$ cat config.mk
export PLATFORM = sky130hd
export DESIGN_NAME = scam_blk_ctrl
export DESIGN_NICKNAME = d
export VERILOG_FILES = /design/src/rtl/scam_pkg.sv /design/src/rtl/scam_lct_hist.sv /design/src/rtl/scam_blk_ctrl.sv
export SDC_FILE = /design/constraint.sdc
export NUM_CORES = 1
export LEC_CHECK = 0
export ABC_AREA = 1
export CAP_MARGIN = 20
export CORE_AREA = 8 8 52 76
export CTS_BUF_LIST = sky130_fd_sc_hd__clkbuf_8
export CTS_CLUSTER_DIAMETER = 80
export DETAILED_ROUTE_END_ITERATION = 10
export DIE_AREA = 0 0 60 84
export PLACE_DENSITY_LB_ADDON = 0.08
export SETUP_SLACK_MARGIN = 0.3
export SYNTH_ARGS = -nofsm -noshare
export SYNTH_HDL_FRONTEND = slang
export SYNTH_SLANG_ARGS = --single-unit
export TNS_END_PERCENT = 1
$ cat constraint.sdc
create_clock -name CLK -period 1.3 [get_ports CLK]
set_input_delay 0.39 -clock CLK [delete_from_list [all_inputs] [get_ports CLK]]
set_output_delay 0.39 -clock CLK [all_outputs]
set_load 0.05 [all_outputs]
$ cat src/rtl/scam_pkg.sv
// Shared constants, strobe bundle and window-mask helper for the SCA block controller.
package scam_pkg;

    localparam int unsigned SELC_PH    = 2;
    localparam int unsigned SELB_PH    = 3;
    localparam int unsigned SELD_PH    = 4;
    localparam int unsigned SELA_PH    = 5;
    localparam int unsigned PREEND_OFS = 2;
    localparam int unsigned NB_OFS     = 1;
    localparam int unsigned HIST_MAX   = 8;

    typedef struct packed {
        logic preend;
        logic nbsel;
        logic enareg;
        logic sela;
        logic selb;
        logic selc;
        logic seld;
        logic nolct;
        logic lctyena;
        logic wrena;
    } scam_strb_t;

    // Low w bits set, with w clamped to 1..hist.
    function automatic logic [HIST_MAX-1:0] win_mask(input int unsigned w, input int unsigned hist);
        int unsigned w_eff;
        logic [HIST_MAX-1:0] mask;
        w_eff = (w < 1) ? 1 : ((w > hist) ? hist : w);
        mask  = '0;
        for (int unsigned i = 0; i < HIST_MAX; i++) begin
            if (i < w_eff) mask[i] = 1'b1;
        end
        return mask;
    endfunction

endpackage

$ cat src/rtl/scam_lct_hist.sv
// Per-block LCT counting: saturating counter (optionally triplicated), block history
// shift register and the closed-block count latch.
module scam_lct_hist #(
    parameter int unsigned HIST  = 3,
    parameter int unsigned CNT_W = 4,
    parameter int unsigned TMR   = 0
) (
    input  logic             i_clk,
    input  logic             i_rst,
    input  logic             i_sync,
    input  logic             i_lct,
    input  logic             i_blk_end,
    output logic [HIST-1:0]  o_hist,
    output logic [CNT_W-1:0] o_lct_cnt
);

    localparam logic [CNT_W-1:0] CNT_MAX = '1;

    logic [CNT_W-1:0] w_cnt;
    logic [CNT_W-1:0] w_cnt_sat;
    logic [CNT_W-1:0] w_cnt_nxt;
    logic [HIST-1:0]  r_hist;
    logic [CNT_W-1:0] r_lct_cnt;

    // An LCT in the closing cycle is folded into the closing block's count.
    assign w_cnt_sat = (i_lct && (w_cnt != CNT_MAX)) ? w_cnt + CNT_W'(1) : w_cnt;
    assign w_cnt_nxt = (i_sync || i_blk_end) ? '0 : w_cnt_sat;

    generate
        if (TMR != 0) begin : g_tmr
            logic [CNT_W-1:0] r_cnt_a;
            logic [CNT_W-1:0] r_cnt_b;
            logic [CNT_W-1:0] r_cnt_c;
            always_ff @(posedge i_clk) begin
                if (i_rst) begin
                    r_cnt_a <= '0;
                    r_cnt_b <= '0;
                    r_cnt_c <= '0;
                end else begin
                    r_cnt_a <= w_cnt_nxt;
                    r_cnt_b <= w_cnt_nxt;
                    r_cnt_c <= w_cnt_nxt;
                end
            end
            assign w_cnt = (r_cnt_a & r_cnt_b) | (r_cnt_a & r_cnt_c) | (r_cnt_b & r_cnt_c);
        end else begin : g_single
            logic [CNT_W-1:0] r_cnt;
            always_ff @(posedge i_clk) begin
                if (i_rst) r_cnt <= '0;
                else       r_cnt <= w_cnt_nxt;
            end
            assign w_cnt = r_cnt;
        end
    endgenerate

    // History and count latch update only at block close; SYNC does not suppress them.
    always_ff @(posedge i_clk) begin
        if (i_rst) begin
            r_hist    <= '0;
            r_lct_cnt <= '0;
        end else if (i_blk_end) begin
            r_hist    <= {r_hist[HIST-2:0], (w_cnt != '0) | i_lct};
            r_lct_cnt <= w_cnt_sat;
        end
    end

    assign o_hist    = r_hist;
    assign o_lct_cnt = r_lct_cnt;

endmodule

$ cat src/rtl/scam_blk_ctrl.sv
// SCA block controller: phase counter, write-select/strobe decode and dropped-block counter.
// Define SCAM_DROP_CNT_EN to build the DROP_CNT register; otherwise DROP_CNT is tied to 0.
module scam_blk_ctrl
    import scam_pkg::*;
#(
    parameter int unsigned BLK_LEN = 16,
    parameter int unsigned HIST    = 3,
    parameter int unsigned CNT_W   = 4,
    parameter int unsigned DROP_W  = 16,
    parameter int unsigned TMR     = 0
) (
    input  logic                         CLK,
    input  logic                         RST,
    input  logic                         SYNC,
    input  logic                         LCTDLY,
    input  logic                         DONE,
    input  logic                         NOGTRG,
    input  logic                         NODATA,
    input  logic                         FB_NODATA,
    input  logic                         SCND_BLK,
    input  logic                         SCND_SHARED,
    input  logic                         DLSCAFULL,
    input  logic                         DSCAFULL,
    input  logic                         MTCH_3BX,
    input  logic [$clog2(HIST+1)-1:0]    WIN,
    output logic [$clog2(BLK_LEN)-1:0]   STATE,
    output logic                         SELA,
    output logic                         SELB,
    output logic                         SELC,
    output logic                         SELD,
    output logic                         NOLCT,
    output logic                         WRENA,
    output logic                         LCTYENA,
    output logic                         ENAREG,
    output logic                         PREBLKEND,
    output logic                         NBSEL,
    output logic [CNT_W-1:0]             LCT_CNT,
    output logic [HIST-1:0]              LCT_HIST,
    output logic [DROP_W-1:0]            DROP_CNT
);

    localparam int unsigned SW = $clog2(BLK_LEN);
    localparam int unsigned E  = BLK_LEN - 1;

    logic [SW-1:0]       r_state;
    logic [HIST-1:0]     w_hist;
    logic [HIST_MAX-1:0] w_mask;
    logic [HIST_MAX-1:0] w_hist_ext;
    logic                w_llct;
    scam_strb_t          w_strb;

    always_ff @(posedge CLK) begin
        if (RST)       r_state <= '0;
        else if (SYNC) r_state <= '0;
        else           r_state <= r_state + SW'(1);
    end

    scam_lct_hist #(
        .HIST  (HIST),
        .CNT_W (CNT_W),
        .TMR   (TMR)
    ) u_lct_hist (
        .i_clk     (CLK),
        .i_rst     (RST),
        .i_sync    (SYNC),
        .i_lct     (LCTDLY),
        .i_blk_end (w_strb.preend),
        .o_hist    (w_hist),
        .o_lct_cnt (LCT_CNT)
    );

    assign w_mask     = win_mask(32'(WIN), HIST);
    assign w_hist_ext = HIST_MAX'(w_hist);
    assign w_llct     = |(w_hist_ext & w_mask);

    always_comb begin
        w_strb        = '0;
        w_strb.preend = (r_state == SW'(E - PREEND_OFS));
        w_strb.nbsel  = (r_state == SW'(E - NB_OFS));
        w_strb.enareg = (r_state == SW'(E));
        w_strb.sela   = (r_state == SW'(SELA_PH));
        w_strb.selb   = NOGTRG & ~DLSCAFULL & (r_state == SW'(SELB_PH));
        if (MTCH_3BX) begin
            w_strb.selc = DONE & SCND_BLK & ~SCND_SHARED & ~NODATA & (r_state == SW'(SELC_PH));
            w_strb.seld = DONE & SCND_BLK & ~FB_NODATA & (r_state == SW'(SELD_PH));
        end else begin
            w_strb.selc = DONE & ~NODATA & (r_state == SW'(SELC_PH));
        end
        w_strb.lctyena = w_llct & w_strb.nbsel;
        w_strb.nolct   = ~w_llct & ~DSCAFULL & w_strb.nbsel;
        w_strb.wrena   = w_strb.sela | w_strb.selb | w_strb.selc | w_strb.seld | w_strb.nolct;
    end

`ifdef SCAM_DROP_CNT_EN
    logic [DROP_W-1:0] r_drop_cnt;

    // Count blocks whose LCT could not be written because the SCA was full.
    always_ff @(posedge CLK) begin
        if (RST) begin
            r_drop_cnt <= '0;
        end else if (w_strb.nbsel && w_llct && DSCAFULL && (r_drop_cnt != '1)) begin
            r_drop_cnt <= r_drop_cnt + DROP_W'(1);
        end
    end

    assign DROP_CNT = r_drop_cnt;
`else
    assign DROP_CNT = '0;
`endif

    assign STATE     = r_state;
    assign LCT_HIST  = w_hist;
    assign PREBLKEND = w_strb.preend;
    assign NBSEL     = w_strb.nbsel;
    assign ENAREG    = w_strb.enareg;
    assign SELA      = w_strb.sela;
    assign SELB      = w_strb.selb;
    assign SELC      = w_strb.selc;
    assign SELD      = w_strb.seld;
    assign NOLCT     = w_strb.nolct;
    assign LCTYENA   = w_strb.lctyena;
    assign WRENA     = w_strb.wrena;

endmodule

# Word level (Yosys, flattened, before mapping)
# Cells that the tools add are included.
# Widths: inputs -> output; s select.
totals:
  reg_bits: 15
  input_bits: 15
  output_inout_bits: 37
classes:
  n_addsub: 2
  order_cmp: 9
  eq_ne: 8
  n_mux: 12
  bitwise_logic: 25
  n_reduce_logical: 6
ops:
  columns: ["cell", "count"]
  rows:
  - ["$and 1x1->1", 13]
  - ["$eq 4x4->1 const B", 3]
  - ["$lt 3x2->1 const A", 4]
  - ["$mux 1", 10]
  - ["$add 4x1->4 const B", 2]
  - ["$and 3x8->8", 1]
  - ["$eq 4x2->1 const B", 2]
  - ["$eq 4x3->1 const B", 2]
  - ["$reduce_or 8->1", 1]
  - ["$not 1->1", 6]
  - ["$or 1x1->1", 5]
  - ["$lt 1x2->1 const A", 2]
  - ["$lt 2x2->1 const A", 2]
  - ["$mux 4", 1]
  - ["$ne 4x4->1 const B", 1]
  - ["$reduce_bool 4->1", 1]
  - ["$reduce_or 2->1", 2]
  - ["$lt 2x1->1 const B", 1]
  - ["$mux 2", 1]
  - ["$logic_and 1x1->1", 1]
  - ["$logic_or 1x1->1", 1]

# Depth between registers and ports, before layout
# Gate-level depths: netlist (run 1).
depth:
  word_depth: 10
  ltp_mapped: 8

# Modules after synthesis
# Synthesis (run 1) repeated with hierarchy kept, for this count alone.
hier_totals:
  hier_cells: 146
  hier_area_um2: 975.9
modules_own_cells:
  columns: ["module", "instances", "cells_per_inst", "area_each_um2", "seq_area_each_um2"]
  rows:
  - ["scam_lct_hist", 1, 67, 490.5, 220.2]
  - ["scam_blk_ctrl", 1, 79, 485.5, 80.1]

# Worst setup path after synthesis (run 1)
# Ideal clock, no wire load.
synth_timing:
  kind: "register to output"
  startpoint: "register r_state[2], in the netlist STATE[2]"
  endpoint: "output port WRENA"
  arrival_time_ns: 2.146
  path_slack_ns: -1.236
  stages_incl_launch_ff: 6
  n_path_buf: 1
  path_cell_list: "dfxtp_1 -> buf_4 -> nand4_1 -> nor2_1 -> nor2_1 -> nand3_1"
synth_between:
  elab_cells_between_ends: 16
  classes_between: "eq/ne: 5; mux: 2; bitwise: 9"
synth_rtl:
  columns: ["element", "line_no", "source"]
  rows:
  - ["start: declaration", "scam_blk_ctrl.sv:45", "logic [SW-1:0] r_state;"]
  - ["start signal: assignment", "scam_blk_ctrl.sv:55", "else r_state <= r_state + SW'(1);"]
  - ["$eq 4x3->1", "scam_blk_ctrl.sv:85", "w_strb.seld = DONE & SCND_BLK & ~FB_NODATA & (r_state == SW'(SELD_PH));"]
  - ["$and 1x1->1", "scam_blk_ctrl.sv:85", null]
  - ["$mux 1", "scam_blk_ctrl.sv:83", "if (MTCH_3BX) begin"]
  - ["via SELD", "scam_blk_ctrl.sv:30", "output logic SELD,"]
  - ["$or 1x1->1 (2 in series)", "scam_blk_ctrl.sv:91", "w_strb.wrena = w_strb.sela | w_strb.selb | w_strb.selc | w_strb.seld | w_strb.nolct;"]
  - ["end: declaration", "scam_blk_ctrl.sv:32", "output logic WRENA,"]
# The timed path passes the listed nets, and every way through them passes these cells.

# Worst setup path in the final report (run 1)
layout_timing:
  startpoint: "register r_state[0], in the netlist STATE[0]"
  endpoint: "output port WRENA"
layout_between:
  elab_chain_len: 6
  elab_cells_between_ends: 16
  classes_between: "eq/ne: 5; mux: 2; bitwise: 9"
layout_rtl:
  columns: ["element", "line_no"]
  rows:
  - ["$eq 4x2->1 (on tied branches)", "scam_blk_ctrl.sv:82, scam_blk_ctrl.sv:84, scam_blk_ctrl.sv:87"]
  - ["$and 1x1->1 (on tied branches)", "scam_blk_ctrl.sv:82, scam_blk_ctrl.sv:84, scam_blk_ctrl.sv:87"]
  - ["$or 1x1->1 or $mux 1 (tied branches)", "scam_blk_ctrl.sv:91, scam_blk_ctrl.sv:83"]
  - ["$or 1x1->1 (2 in series)", "scam_blk_ctrl.sv:91"]
  - ["$or 1x1->1 *", "scam_blk_ctrl.sv:91"]
# Every way passes the cells marked *; elsewhere a longest branch is shown, timed or not.

==> impl_metrics.toml, run 1 <==
[run_status]
status = "finished, violations left"
violations = "setup timing"

[drt]
wl_per_cell_um = 13.5
route.met2.wl_mm = 1.82
wl_mm = 3.13
drcViolationCount = 0
drt_pass1_iterations = 4
drt_iter0_drc = 24
top_layer = "met4"
num_vias = 1016
vias_per_cell = 4.38
drtAntennaViolNets = 0
wl_met1_mm = 1.04
met3_length_um = 196

[die]
die_x_um = 60
io-pin-count = 52
die_h_um = 84
initial_core_util_pct = 34.6
rows = 24
coreArea_um2 = 2850
die-area_um2 = 5040

[timing]
finClkSkew_ns = 0.00332
finalCritPeriodShare_pct = 135
finalSetupTns_ns = -3.76
grt_setup_unrepaired = "true"
fin_ws_ns = -0.451
fmax_ghz = 0.571
timing.hold.ws_ns = 0.539
finalCriticalPeriod_ns = 1.75
slew_viol_final = 0
setup_viol = 11
finalHoldViolations = 0

[place]
pre_cts_ws_ns = -0.585
hpwl_mm = 2.54
io_buffers = 35
place.gp.congestion = 0.815
place_inst = 228

[power]
pwr-share-clk_pct = 33.5
internal-power_w = 0.000743
powerDensity_nw_per_um2 = 554
power_switching_w = 0.000342
pwr-share-comb_pct = 23.5
vdd_drop_max_mv = 0.787
power_switching_share_pct = 31.5
leakage_nw = 0.833
seqPwrFrac_pct = 43.0

[critical_path]
r2r_cells = 8
crit_fanout = 4
worstSetupStartpoint = "STATE[0]$_SDFF_PP0_"
r2r_setup_slack_ns = 0.02
r2r-start = "STATE[1]$_SDFF_PP0_"
cp.required_ns = 0.91
cp-end-kind = "output port"
r2r-end = "u_lct_hist.o_lct_cnt[2]$_SDFFE_PP0P_"
cp.arrival_ns = 1.36
crit_type = "reg -> out"
crit_path_start_kind = "flip-flop"

[finish]
layout_commonest_cell = "buf_12"
layout.cells.most_common_list = "buf_12 (21), nand2_1 (19), inv_1 (16), conb_1 (16), buf_4 (11)"
layout-drive-gt1-share_pct = 51.3
area_growth_pct = 98.6
fin_nets = 215
instances_no_fill = 232
diodes = 0

[clocking]
clock_latency_ns = 0.24
path_clk_slew_ns = 0.06
htree_levels = 1
post-cts-setup-buffers = 0
clock_path_buffers = 2
cts.sinks = 15
cts_made_buffers = 3
clock_tree.root_cell = "clkbuf_8"
cts_tree = "yes"

[synthesis]
ys_ff_latch = 15
syn_inst = 137
ys_seq_area_share_pct = 30.5
synth.avg_cell_area_um2 = 7.20
synth_top_area_share_pct = 30.5
yosys.cell_types.count = 25
yosys.area.top_type = "dfxtp_1"
yosys_warnings = 0
synth_area_leaders = "dfxtp_1 (30%), buf_4 (13%), inv_1 (8.8%)"
synthesis.area_um2 = 986

[hold_path]
worstHoldPathType = "reg -> reg"
min_from = "u_lct_hist.g_single.r_cnt[3]$_SDFF_PP0_"
min_to = "u_lct_hist.g_single.r_cnt[3]$_SDFF_PP0_"
holdPathStages = 2

[global_route]
grt_max_degree = 9
grt_util_all_layers_pct = 12.3
grt_pass1_vias = 1043
grt-ovfl-total = 0
antenna_found_initial = 0
grt_pass1_wl_mm = 4.85

[run]
drv_cap = 0
flip-flops by register name, indices dropped and copies added, names as in the netlist:
name                       count
u_lct_hist.g_single.r_cnt      4
u_lct_hist.o_lct_cnt           4
u_lct_hist.o_hist              3
STATE                          4
metal layers:
layer | vias up | GRT usage (%)
li1 | 506 | -
met2 | 38 | 25.2
met5 | - | 0
met1 | 464 | 10.9
met3 | 8 | 2.31
met4 | 0 | 3.49
cell usage after synthesis, drive strengths merged:
library cell	count
o21bai	1
conb	1
ha	6
buf	18
nand3b	1
nand3	12
and3	1
nand4	2
dfxtp	15
clkinv	1
nand2	24
inv	24
nor2	13
o21ai	6
a211oi	1
a21oi	11
logic make-up after synthesis:
| family | count (synthesis) | synth area share, % |
|---|---|---|
| compound gates | 19 | 12.4 |
| other cells | 1 | 0.380 |
| flops | 15 | 30.5 |
| fa+ha+maj | 6 | 7.61 |
| buf+inv | 43 | 23.5 |
| simple gates | 53 | 25.6 |
worst max path at each step:
stage          endpoint  slack [ns]
3_5_place_dp       SELC       -0.59
2_1_floorplan     WRENA       -0.40
3_3_place_gp       SELC       -0.56
4_1_cts           WRENA       -0.46
5_1_grt           WRENA       -0.50
6_report          WRENA       -0.45
metrics by stage:
step | total power (W) | area, um2 | util [%]
5_1_grt | 0.00114 | 1960 | 68.6
6_report | 0.00108 | 1960 | 68.6
2_1_floorplan | 0.000673 | 1100 | -
3_3_place_gp | 0.000716 | 1720 | 60.3
4_1_cts | 0.00109 | 1890 | 66.2
3_5_place_dp | 0.000721 | 1720 | 60.3
critical path: stages (launching register included):
cell and delay [ns]:
dfxtp_4 0.37, inv_4 0.08, ha_4 0.14, nand2_1 0.05, nor2_1 0.12, nand3_2 0.12
nand3_4 0.11, buf_12 0.13
power groups by stage:
stage          clock network [W]  logic (W)  registers [W]
3_3_place_gp                   0   0.000239       0.000477
3_5_place_dp                   0   0.000243       0.000478
5_1_grt                 0.000403   0.000271       0.000467
2_1_floorplan                  0   0.000185       0.000488
4_1_cts                 0.000379   0.000246       0.000466
6_report                0.000363   0.000255       0.000467
cell type report:
cell class | count | area [um2]
Tap cell | 39 | 48.8
Timing Repair Buffer | 55 | 733
Sequential cell | 15 | 330
Multi-Input combinational cell | 94 | 688
Fill cell | 234 | 895
Clock inverter | 1 | 3.75
Clock buffer | 3 | 41.3
Inverter | 25 | 113
repair_timing:
action                                  4_1_cts  5_1_grt
endpoints found under the setup margin       36       34
gates resized for setup                      52       19
hold buffers                                  0        0
gates cloned                                  0        0
pin swaps                                    16        6
(Power assumes the default switching activity.)
==> run 2: changes to the inputs <==
--- a/config.mk
+++ b/config.mk
@@ -7,11 +7,10 @@
 export LEC_CHECK = 0
 export ABC_AREA = 1
 export CAP_MARGIN = 20
-export CORE_AREA = 8 8 52 76
-export CTS_BUF_LIST = sky130_fd_sc_hd__clkbuf_8
+export CORE_AREA = 8 8 53 77
 export CTS_CLUSTER_DIAMETER = 80
 export DETAILED_ROUTE_END_ITERATION = 10
-export DIE_AREA = 0 0 60 84
+export DIE_AREA = 0 0 61 85
 export PLACE_DENSITY_LB_ADDON = 0.08
 export SETUP_SLACK_MARGIN = 0.3
 export SYNTH_ARGS = -nofsm -noshare
==> impl_metrics.toml, run 2 (same netlist as run 1, synthesis figures left out) <==
[run_status]
status = "finished, violations left"
violations = "setup timing"

[die]
rows = 25
die-area_um2 = 5190
io-pin-count = 52
die_x_um = 61
coreArea_um2 = 3030
initial_core_util_pct = 32.5
die_h_um = 85

[global_route]
grt_util_all_layers_pct = 11.9
grt_max_degree = 9
grt-ovfl-total = 0
antenna_found_initial = 0
grt_pass1_wl_mm = 4.78
grt_pass1_vias = 1064

[clocking]
cts.sinks = 15
cts.hold.buffers_added = 0
clock_path_buffers = 2
cts_tree = "yes"
path_clk_slew_ns = 0.06
clock_tree.root_cell = "clkbuf_8"
cts_made_buffers = 3
htree_levels = 1
clock_latency_ns = 0.25

[timing]
fmax_ghz = 0.575
grt_setup_unrepaired = "true"
setup_viol = 11
slew_viol_final = 0
finalCritPeriodShare_pct = 134
timing.hold.ws_ns = 0.543
finClkSkew_ns = 0.00143
fin_ws_ns = -0.438
finalHoldViolations = 0
finalCriticalPeriod_ns = 1.74

[critical_path]
path_cells = "inv_4, ha_4, nand2_2, nor2_4, nand3_4, nand3_4, buf_12"
cp.required_ns = 0.91
cpMostUsedCell = "nand3_4"
crit_buf_inv = 2
crit_path_start_kind = "flip-flop"
cp.arrival_ns = 1.35
r2r-end = "u_lct_hist.o_lct_cnt[2]$_SDFFE_PP0P_"
cp-end-kind = "output port"
r2r-start = "STATE[1]$_SDFF_PP0_"
crit_fanout = 4
r2r_cells = 8
cpMaxStageDelayCell = "dfxtp_4"
r2r_setup_slack_ns = 0.04
slowest_delay_ns = 0.37
crit_family = "simple AND/OR/NAND/NOR gates"
crit_type = "reg -> out"

[power]
leakage_nw = 0.851
vdd_drop_max_mv = 0.629
powerDensity_nw_per_um2 = 556

[drt]
wl_per_cell_um = 12.7
num_vias = 1018
drt_pass1_iterations = 4
drtAntennaViolNets = 0
wl_mm = 2.99
drcViolationCount = 0
drt_iter0_drc = 10
vias_per_cell = 4.33

[finish]
layout-drive-gt1-share_pct = 53.3
layout_commonest_cell = "buf_12"
fin_nets = 217
fillers = 280
layout.cells.most_common_list = "buf_12 (21), nand2_1 (18), inv_1 (16), conb_1 (16), buf_4 (13)"
diodes = 0
area_growth_pct = 101

[hold_path]
min_from = "u_lct_hist.g_single.r_cnt[0]$_SDFF_PP0_"
holdPathStages = 2
min_to = "u_lct_hist.g_single.r_cnt[0]$_SDFF_PP0_"
worstHoldPathType = "reg -> reg"

[place]
place.gp.congestion = 0.773
pre_cts_ws_ns = -0.626
hpwl_mm = 2.43
io_buffers = 35

[run]
drv_cap = 0
run 2: changes by cell type in the layout (fill, tap and decap cells not counted), sizes merged:
| cell | change |
|---|---|
| buf | +2 |
| clkbuf | +1 |
| clkdlybuf4s50 | -1 |
| dlymetal6s2s | +1 |
| inv | -1 |
run 2: power breakdown:
part / switching (W) / total (W) / internal (W)
sequential: 0.0000102 / 0.000468 / 0.000458
clock: 0.000156 / 0.000373 / 0.000217
combinational: 0.000180 / 0.000259 / 0.0000785
total: 0.000346 / 0.00110 / 0.000753
run 2: metrics by stage:
stage	instance area [um2]	TNS, ns	cells	total power [W]	util [%]
floorplan	1100	-2.45	152	0.000673	-
global placement	1730	-4.67	230	0.000716	56.9
detailed placement	1730	-5.03	230	0.000721	56.9
CTS	1900	-3.96	235	0.00110	62.6
global route	1980	-4.44	235	0.00114	65.2
finish	1980	-3.83	235	0.00110	65.2
run 2: final cells by class:
| type | instances | area (um2) | area share [%] |
|---|---|---|---|
| well taps | 40 | 50.0 | 2.53 |
| repair buffers | 57 | 751 | 37.9 |
| clock buffers | 4 | 45.0 | 2.28 |
| inverters | 25 | 110 | 5.56 |
| multi-input cells | 94 | 694 | 35.1 |
| flip-flops and latches | 15 | 329 | 16.6 |
run 2: worst max-delay path by stage:
stage,slack [ns],end,cells past startpoint,startpoint
3_3_place_gp,-0.55,WRENA,7,WIN[0]
4_1_cts,-0.44,WRENA,7,STATE[0]$_SDFF_PP0_
3_5_place_dp,-0.63,SELC,6,SCND_BLK
2_1_floorplan,-0.40,WRENA,5,STATE[2]$_SDFF_PP0_
5_1_grt,-0.50,WRENA,7,STATE[0]$_SDFF_PP0_
6_report,-0.44,WRENA,7,STATE[0]$_SDFF_PP0_
run 2: worst reg2reg max path: cells and delay by family, from the launching register on:
kind,cells,cell delay (ns)
adder cells (fa/ha/maj),1,0.15
AO/OA/AOI/OAI,2,0.15
flip-flops,1,0.39
buffers and inverters,4,0.40
AND/OR/NAND/NOR,1,0.07
run 2: repair_timing:
item | CTS | global route
setup buffers | 1 | 0
resized for setup | 52 | 21
pin swaps | 18 | 9
setup endpoints to repair | 36 | 34
run 2: metal layers:
metal | up-vias | global-route usage, % | share of wire (%)
li1 | 513 | - | -
met3 | 5 | 2.57 | 7.3
met4 | 0 | 5.12 | 1.6
met1 | 467 | 9.57 | 30
met2 | 33 | 24.6 | 61
met5 | - | 0 | 0
